`src/rtl/vm_pkg.sv`:
```
// Shared voting-machine definitions: frame constants, candidate count and the
// state types used by the result transmitter and its byte serializer.
package vm_pkg;

    localparam int unsigned VM_BYTE_W      = 8;
    localparam logic [7:0]  VM_HDR         = 8'hA5;
    localparam int unsigned VM_FRAME_BYTES = 6;
    localparam int unsigned VM_NUM_CAND    = 4;

    // Result transmitter sequencing states
    typedef enum logic [2:0] {
        ST_IDLE,
        ST_LOAD,
        ST_START_BIT,
        ST_DATA_BITS,
        ST_STOP_BIT,
        ST_NEXT,
        ST_DONE
    } vm_tx_state_t;

    // Byte serializer line phases
    typedef enum logic [1:0] {
        SER_IDLE,
        SER_START,
        SER_DATA,
        SER_STOP
    } vm_ser_phase_t;

    // Running frame checksum: 8-bit add, carry discarded
    function automatic logic [7:0] vm_csum_add(input logic [7:0] acc, input logic [7:0] b);
        return acc + b;
    endfunction

endpackage

```
`src/rtl/uart_tx_byte.sv`:
```
// UART 8N1 byte serializer: start bit, 8 data bits LSB first, stop bit.
// Ports:
//   clock, reset   - system clock, async active-high reset
//   load           - one-cycle request; the byte on data starts on the next edge
//   data[7:0]      - byte to send, captured on load
//   tx             - serial line, idles high
//   byte_done      - one-cycle pulse two cycles before the stop bit ends, so a
//                    registered load from the sequencer lands with zero gap
module uart_tx_byte #(
    parameter int unsigned CLKS_PER_BIT = 10
) (
    input  logic       clock,
    input  logic       reset,
    input  logic       load,
    input  logic [7:0] data,
    output logic       tx,
    output logic       byte_done
);
    import vm_pkg::*;

    localparam int unsigned CNT_W         = (CLKS_PER_BIT > 1) ? $clog2(CLKS_PER_BIT) : 1;
    localparam logic [CNT_W-1:0] CNT_LAST = CNT_W'(CLKS_PER_BIT - 1);
    // With at least 3 clocks per bit the third-to-last cycle of the byte is
    // inside the stop bit; with 2 it is the last cycle of data bit 7.
    localparam bit EARLY_IN_STOP          = (CLKS_PER_BIT >= 3);
    localparam logic [CNT_W-1:0] CNT_EARLY = EARLY_IN_STOP ? CNT_W'(CLKS_PER_BIT - 3) : CNT_LAST;

    vm_ser_phase_t    phase;
    logic [CNT_W-1:0] baud_cnt;
    logic [2:0]       bit_idx;
    logic [7:0]       shreg;
    logic             bit_end;
    logic             pre_done;

    // Bit-period end and the cycle that precedes the byte_done pulse
    always_comb begin
        bit_end = (baud_cnt == CNT_LAST);
        if (EARLY_IN_STOP) begin
            pre_done = (phase == SER_STOP) && (baud_cnt == CNT_EARLY);
        end else begin
            pre_done = (phase == SER_DATA) && (bit_idx == 3'd7) && bit_end;
        end
    end

    // Baud counter, bit index and shift register
    always_ff @(posedge clock or posedge reset) begin
        if (reset) begin
            phase     <= SER_IDLE;
            baud_cnt  <= '0;
            bit_idx   <= '0;
            shreg     <= '0;
            tx        <= 1'b1;
            byte_done <= 1'b0;
        end else if (load) begin
            phase     <= SER_START;
            baud_cnt  <= '0;
            bit_idx   <= '0;
            shreg     <= data;
            tx        <= 1'b0;
            byte_done <= 1'b0;
        end else begin
            byte_done <= pre_done;
            if (phase != SER_IDLE) begin
                baud_cnt <= bit_end ? '0 : baud_cnt + 1'b1;
            end
            case (phase)
                SER_IDLE: begin
                    tx <= 1'b1;
                end
                SER_START: begin
                    if (bit_end) begin
                        phase <= SER_DATA;
                        tx    <= shreg[0];
                    end
                end
                SER_DATA: begin
                    if (bit_end) begin
                        if (bit_idx == 3'd7) begin
                            phase   <= SER_STOP;
                            bit_idx <= '0;
                            tx      <= 1'b1;
                        end else begin
                            bit_idx <= bit_idx + 3'd1;
                            shreg   <= {1'b0, shreg[7:1]};
                            tx      <= shreg[1];
                        end
                    end
                end
                SER_STOP: begin
                    if (bit_end) begin
                        phase <= SER_IDLE;
                    end
                end
                default: begin
                    phase <= SER_IDLE;
                    tx    <= 1'b1;
                end
            endcase
        end
    end

endmodule

```
`src/rtl/vote_result_tx.sv`:
```
// Voting machine result transmitter. On start in result mode it snapshots the
// four tallies and sends A5, count1..count4, checksum as UART 8N1 on tx.
// Ports:
//   clock, reset      - system clock, async active-high reset
//   mode              - 1 = result mode; requests accepted only then
//   start             - transmission request, sampled on the rising edge
//   count1..count4    - candidate tallies
//   tx                - UART line, idles high
//   busy              - high from frame acceptance to end of last stop bit
//   done              - one-cycle pulse after the frame completes
module vote_result_tx #(
    parameter int unsigned CLKS_PER_BIT = 10
) (
    input  logic       clock,
    input  logic       reset,
    input  logic       mode,
    input  logic       start,
    input  logic [7:0] count1,
    input  logic [7:0] count2,
    input  logic [7:0] count3,
    input  logic [7:0] count4,
    output logic       tx,
    output logic       busy,
    output logic       done
);
    import vm_pkg::*;

    localparam int unsigned CNT_W         = (CLKS_PER_BIT > 1) ? $clog2(CLKS_PER_BIT) : 1;
    localparam logic [CNT_W-1:0] CNT_LAST = CNT_W'(CLKS_PER_BIT - 1);
    localparam logic [2:0] LAST_BYTE      = 3'(VM_FRAME_BYTES - 1);

    vm_tx_state_t         state;
    logic [VM_BYTE_W-1:0] snap [VM_NUM_CAND];
    logic [VM_BYTE_W-1:0] csum;
    logic [VM_BYTE_W-1:0] data;
    logic [2:0]           byte_idx;
    logic [2:0]           bit_idx;
    logic [CNT_W-1:0]     baud_cnt;
    logic                 load;
    logic                 byte_done;
    logic [2:0]           next_idx;
    logic [VM_BYTE_W-1:0] next_tally;

    // Tally feeding byte n+1 is snapshot entry n
    always_comb begin
        next_idx   = byte_idx + 3'd1;
        next_tally = snap[byte_idx[1:0]];
    end

    uart_tx_byte #(
        .CLKS_PER_BIT(CLKS_PER_BIT)
    ) u_ser (
        .clock    (clock),
        .reset    (reset),
        .load     (load),
        .data     (data),
        .tx       (tx),
        .byte_done(byte_done)
    );

    // Byte sequencing, snapshot and checksum. The next byte is handed to the
    // serializer on byte_done so its start bit follows the stop bit directly.
    always_ff @(posedge clock or posedge reset) begin
        if (reset) begin
            state    <= ST_IDLE;
            for (int i = 0; i < int'(VM_NUM_CAND); i++) begin
                snap[i] <= '0;
            end
            csum     <= '0;
            data     <= '0;
            byte_idx <= '0;
            bit_idx  <= '0;
            baud_cnt <= '0;
            load     <= 1'b0;
            busy     <= 1'b0;
            done     <= 1'b0;
        end else begin
            load <= 1'b0;
            done <= 1'b0;
            case (state)
                ST_IDLE: begin
                    if (start && mode && !busy) begin
                        state <= ST_LOAD;
                    end
                end
                ST_LOAD: begin
                    snap[0]  <= count1;
                    snap[1]  <= count2;
                    snap[2]  <= count3;
                    snap[3]  <= count4;
                    csum     <= VM_HDR;
                    data     <= VM_HDR;
                    load     <= 1'b1;
                    busy     <= 1'b1;
                    byte_idx <= '0;
                    bit_idx  <= '0;
                    baud_cnt <= '0;
                    state    <= ST_START_BIT;
                end
                ST_START_BIT: begin
                    if (baud_cnt == CNT_LAST) begin
                        baud_cnt <= '0;
                        state    <= ST_DATA_BITS;
                    end else begin
                        baud_cnt <= baud_cnt + 1'b1;
                    end
                end
                ST_DATA_BITS: begin
                    if (baud_cnt == CNT_LAST) begin
                        baud_cnt <= '0;
                        if (bit_idx == 3'd7) begin
                            bit_idx <= '0;
                            state   <= ST_STOP_BIT;
                        end else begin
                            bit_idx <= bit_idx + 3'd1;
                        end
                    end else begin
                        baud_cnt <= baud_cnt + 1'b1;
                    end
                end
                ST_STOP_BIT: begin
                    if (byte_done) begin
                        state <= ST_NEXT;
                        if (byte_idx != LAST_BYTE) begin
                            load <= 1'b1;
                            if (next_idx == LAST_BYTE) begin
                                data <= csum;
                            end else begin
                                data <= next_tally;
                                csum <= vm_csum_add(csum, next_tally);
                            end
                        end
                    end
                end
                ST_NEXT: begin
                    if (byte_idx == LAST_BYTE) begin
                        byte_idx <= '0;
                        busy     <= 1'b0;
                        done     <= 1'b1;
                        state    <= ST_DONE;
                    end else begin
                        byte_idx <= next_idx;
                        state    <= ST_START_BIT;
                    end
                end
                ST_DONE: begin
                    state <= ST_IDLE;
                end
                default: begin
                    state <= ST_IDLE;
                end
            endcase
        end
    end

endmodule

```
`config.mk`:
```
export PLATFORM = sky130hd
export DESIGN_NAME = vote_result_tx
export DESIGN_NICKNAME = d
export VERILOG_FILES = /design/src/rtl/vm_pkg.sv /design/src/rtl/uart_tx_byte.sv /design/src/rtl/vote_result_tx.sv
export SDC_FILE = /design/constraint.sdc
export NUM_CORES = 1
export LEC_CHECK = 0
export ABC_AREA = 1
export BUFFER_PORTS_ARGS = -buffer_cell sky130_fd_sc_hd__buf_2
export CORE_ASPECT_RATIO = 0.9
export CORE_MARGIN = 10
export CORE_UTILIZATION = 56
export DETAILED_ROUTE_END_ITERATION = 10
export GPL_ROUTABILITY_DRIVEN = 0
export GPL_TIMING_DRIVEN = 0
export PLACE_DENSITY = 0.76
export SLEW_MARGIN = 15
export SYNTH_ARGS = -nofsm -noshare
export SYNTH_HDL_FRONTEND = slang
export SYNTH_SLANG_ARGS = --single-unit
```
`constraint.sdc`:
```
create_clock -name clock -period 5.9 [get_ports clock]
set_input_delay 1.18 -clock clock [delete_from_list [all_inputs] [get_ports clock]]
set_output_delay 1.18 -clock clock [all_outputs]
set_load 0.1 [all_outputs]
```
Yosys cells after proc, flatten, opt, wreduce, memory -nomap -nowiden
Cells that the tools add are included.

storage, ports and cells
  flip-flop bits (word level) = 83
  bits of input ports = 36
  output and inout port bits = 3

cells by class
  add/subtract/negate cells = 6
  order comparisons = 1
  equal/unequal tests = 29
  muxes and demuxes = 55
  bitwise gates (word level) = 1
  reduce and logical (&&, ||, !) cells = 26

operator list
  cell                   count
  $mux W8                12
  $mux W3                13
  $pmux W8 S2            2
  $eq A3 B3 Y1 const B   6
  $pmux W3 S6            1
  $bmux W8 S2            1
  $mux W4                4
  $ne A2 B2 Y1 const B   8
  $reduce_bool A2 Y1     8
  $pmux W3 S2            2
  $mux W1                10
  $mux W2                5
  $reduce_and A5 Y1      2
  $add A3 B1 Y3 const B  3
  $ne A3 B2 Y1 const B   3
  $reduce_and A3 Y1      3
  $add A4 B1 Y4 const B  2
  $add A8 B8 Y8          1
  $eq A4 B4 Y1 const B   2
  $pmux W4 S2            1
  $reduce_bool A4 Y1     2
  $eq A3 B2 Y1 const B   2
  $ne A3 B3 Y1 const B   2
  $pmux W2 S3            1
  16 further kinds       22

Longest topological paths before layout
  depth in word-level cells = 9
  gate-level depth with buffers = 16
  mapped depth without buffers = 15

Modules after synthesis
A second synthesis with hierarchy kept.

second synthesis, totals
  cell total of the unflattened synthesis = 532
  area total of the unflattened synthesis = 4349.2 µm²

modules (own cells, without submodules)
  module          times used  cells an instance  area an instance (µm²)  sequential area each (µm²)
  vote_result_tx  1           397                3243.1                  1601.5
  uart_tx_byte    1           135                1106.1                  476.7

Worst setup path after synthesis
OpenSTA, ideal clock, no wires.

  path type = register -> register
  start = register byte_idx[0]
  end = register csum[3]
  arrival = 2.049 ns
  path slack = 3.730 ns
  stages on the path, launching flop included = 13
  cells stage by stage = dfrtp_1 -> buf_6 -> inv_1 -> nor2_1 -> a22oi_1 -> nand3_1 -> ha_1 -> or2_2 -> nand2_1 -> inv_1 -> or2_2 -> nand3_1 -> o21ai_1

between the ends
  longest elaborated chain between the ends = 9
  elaborated cells between the ends (all ways) = 15

RTL lines
  what                                         line                   RTL
  start, declared                              vote_result_tx.sv:36   logic [2:0] byte_idx;
  start signal, assigned                       vote_result_tx.sv:142  byte_idx <= next_idx;
  $not A2 Y3 (not written as such)             vote_result_tx.sv:47   next_tally = snap[byte_idx[1:0]];
  $bmux W8 S2                                  vote_result_tx.sv:47
  $mux W8 (not written as such) (2 in series)  vote_result_tx.sv:47
  $add A8 B8 Y8                                vm_pkg.sv:31           return acc + b;
  $mux W8                                      vote_result_tx.sv:126  if (next_idx == LAST_BYTE) begin
  $mux W8                                      vote_result_tx.sv:124  if (byte_idx != LAST_BYTE) begin
  $mux W8                                      vote_result_tx.sv:122  if (byte_done) begin
  $pmux W8 S2                                  vote_result_tx.sv:80   case (state)
  end signal, assigned                         vote_result_tx.sv:130  csum <= vm_csum_add(csum, next_tally);
  end, declared                                vote_result_tx.sv:34   logic [VM_BYTE_W-1:0] csum;

Several ways; a longest one is shown, not always the timed one. The select of a mux whose other input is x is not followed.
A chain may end at the register's enable or synchronous reset.

Final worst setup path
Same ends and word-level chain as after synthesis.

==> run_results.csv <==
group,metric,value,unit
setup_path,rr_worst_depth,12,
final_layout,stdcell_count,670,
final_layout,fin_area,4860,um2
logic_synthesis,synth_seq_cells,83,
setup_path,cp_slowest_cell,"nor2_1",
timing,timing.fmax,389,MHz
setup_path,start_kind,"register",
logic_synthesis,synth_area,4310,um2
placement,place_area,4650,um2
clocking,cts_buffers,9,
drt,vias_per_cell,5.24,
drt,ant_nets,0,
global_route,grt_pass1_wl,16.1,mm
floorplanning,start_util,57.5,%
logic_synthesis,synth-edff-count,0,
final_layout,nets,626,
clocking,htreeDepth,3,
power,max-vdd-ir-drop,0.253,mV
logic_synthesis,synth_top_area_share,47.6,%
clocking,cts_resized,0,
setup_path,cpPeakStageDelay,440,ps
clocking,clk_path_buf_depth,2,
clocking,clk_pin_slew,90,ps
drt,first_pass_iters,5,
timing,finalCriticalPeriod,2570,ps
timing,setup_viol,0,
floorplanning,die_y,103,um
logic_synthesis,synth.distinct_cells,39,
global_route,grt_max_degree,54,
drt,top_layer_used,"met4",
power,power,0.00239,W
drt,routed_wl,9.12,mm
clocking,post-cts-setup-buffers,0,
final_layout,area_growth,12.6,%
setup_path,path_buf_inv,3,
final_layout,drive_above_1_share,15.7,%
floorplanning,io_pins,39,
timing,fin_crit_sh,43.6,%
final_layout,diodes,0,
timing,relSlewSlack,60.2,%
floorplanning,core_area,7510,um2
setup_path,worst-path-max-fanout,9,
global_route,antenna_found_initial,0,
timing,worst_slew_pin_slew,595,ps
setup_path,critical_path_class,"register to register",
setup_path,r2r-end,"csum[3]$_DFFE_PP0P_",
logic_synthesis,yosys_warnings,0,
floorplanning,rows,30,
global_route,grt.overflow.total,0,
placement,pre_cts_ws,3360,ps
logic_synthesis,async_flop_share,100,%
drt,wl_met2,4.26,mm
placement,hpwl,6.79,mm
drt,wl_met1,4.34,mm
global_route,groute.usage.overall,16.6,%
logic_synthesis,avgSynthCellArea,8.31,um2
worst_hold_path,hold-path-endpoint,"snap[20]$_DFFE_PP0P_",
power,p_leak,2.57,nW
setup_path,setup.worst_path.end_class,"register",
drt,via_count,3513,
clocking,ctsHoldBuffers,0,
setup_path,crit_family,"simple AND/OR/NAND/NOR gates",
logic_synthesis,synth_cells,519,
logic_synthesis,yosysMostFrequentCell,"nand2_1",
logic_synthesis,ys.flop_type,"dfrtp_1",
power,powerDensity,493,nW/um2
clocking,clock-sinks,83,
worst_hold_path,worstHoldStart,"snap[20]$_DFFE_PP0P_",
setup_path,reg2reg_from,"byte_idx[0]$_DFFE_PP0P_",
logic_synthesis,synth_common_cells,"178 x nand2_1, 82 x dfrtp_1, 51 x inv_1, 33 x nor2_1, 27 x o21ai_0",
worst_hold_path,min_path_cells,2,
status,status,"complete, no violations",
setup_path,crit_chain,"buf_6 -> inv_1 -> nor2_1 -> a22oi_1 -> nand3_1 -> ha_1 -> or2_2 -> nand2_1 -> inv_1 -> or2_2 -> nand3_1 -> o21ai_1",
clocking,root_buffer,"clkbuf_8",
logic_synthesis,synth_nets,576,
clocking,cts_tree,"yes",
drt,drt_iter0_drc,165,
drt,route.met3.wl,442,um
clocking,clock_latency,360,ps
setup_path,arrival,2820,ps
flow_run,maxCapViolCount,0,
setup_path,ff2ff_setup_slack,3330,ps
logic_synthesis,yosys-top-cells-area,"dfrtp_1 48%, nand2_1 15%, ha_1 5.8%",
worst_hold_path,hold_class,"register to register",
floorplanning,die-area,11600,um2
drt,wl_per_cell,13.6,um
placement,io_buffers,38,
placement,dp.cells,654,
logic_synthesis,seq_area_frac_synth,48.2,%
timing,layout_setup_ws,3330,ps
global_route,grt_pass1_vias,3476,
timing,finClkSkew,10.1,ps
setup_path,required,6150,ps
timing,slew_viol_final,0,
floorplanning,die_x,113,um
timing,rsz0062_at_grt,"false",
timing,finalSetupTns,0,ps
timing,hold_violations,0,
logic_synthesis,synth_area_leader_cell,"dfrtp_1",
drt,drc,0,
where the power goes:
part / switching [W] / internal, W
Sequential: 0.000156 / 0.000794
Clock: 0.000212 / 0.000209
Combinational: 0.000646 / 0.000377
Total: 0.00101 / 0.00138
placed cells by master (no fill, tap or decap), drive strengths merged, types with 3 or more instances in the layout:
cell type  count
a21oi         16
a22oi         13
buf           48
clkbuf        13
clkinv         3
dfrtp         82
ha            20
inv           57
nand2        184
nand3         26
nor2          38
nor3           4
o211ai         9
o21ai         31
o22ai          7
xnor2          3
xor2           3
worst max-delay path by stage:
| stage | start | end | depth (start not counted) |
|---|---|---|---|
| after global placement | reset | snap[8]$_DFFE_PP0P_ | 2 |
| after detailed placement | byte_idx[0]$_DFFE_PP0P_ | csum[3]$_DFFE_PP0P_ | 12 |
| final | byte_idx[0]$_DFFE_PP0P_ | csum[3]$_DFFE_PP0P_ | 12 |
| after CTS | byte_idx[0]$_DFFE_PP0P_ | csum[3]$_DFFE_PP0P_ | 12 |
| after global routing | byte_idx[0]$_DFFE_PP0P_ | csum[7]$_DFFE_PP0P_ | 15 |
| after floorplan | reset | baud_cnt[0]$_DFFE_PP0P_ | 1 |
tightest hold or removal path, stage by stage, from the launching register on:
cell and delay [ps]:
dfrtp_1 350, nand2_1 50, nand2_1 50
area by class of cell:
cell class	instances	area, um2
fill	664	2650
timing repair buffer	39	218
clock inverter	5	62.6
tap	96	120
multi-input combinational	367	1950
clock buffer	11	141
sequential	83	2080
inverter	58	221
buffer	11	67.6
state kept, by name (all words and copies together) (netlist names):
register	cells
snap	32
done	1
u_ser.phase	2
data	8
csum	8
u_ser.tx	1
baud_cnt	4
u_ser.shreg	8
busy	1
u_ser.bit_idx	3
u_ser.byte_done	1
state	3
bit_idx	3
u_ser.baud_cnt	4
byte_idx	3
load	1
through the flow:
step                      util [%]  hold slack [ps]
after floorplan                  -              444
after global placement        61.6              464
after detailed placement      62.0              466
after CTS                     64.7              487
after global routing          64.7              515
final                         64.7              486
kinds of logic after synthesis:
kind of cell	count (synthesis)	synth area share, %
buffers and inverters	69	6.64
AO/OA/AOI/OAI	82	11.8
adder cells (fa/ha/maj)	21	6.26
AND/OR/NAND/NOR	258	25.9
XOR/XNOR	6	1.22
flip-flops	83	48.2
layer usage:
metal,track usage [%],up-vias
li1,-,1783
met1,20.7,1643
met2,28.3,77
met3,4.33,10
met4,4.29,0
met5,0,-
Note: power is estimated with default switching activity, not from simulation.
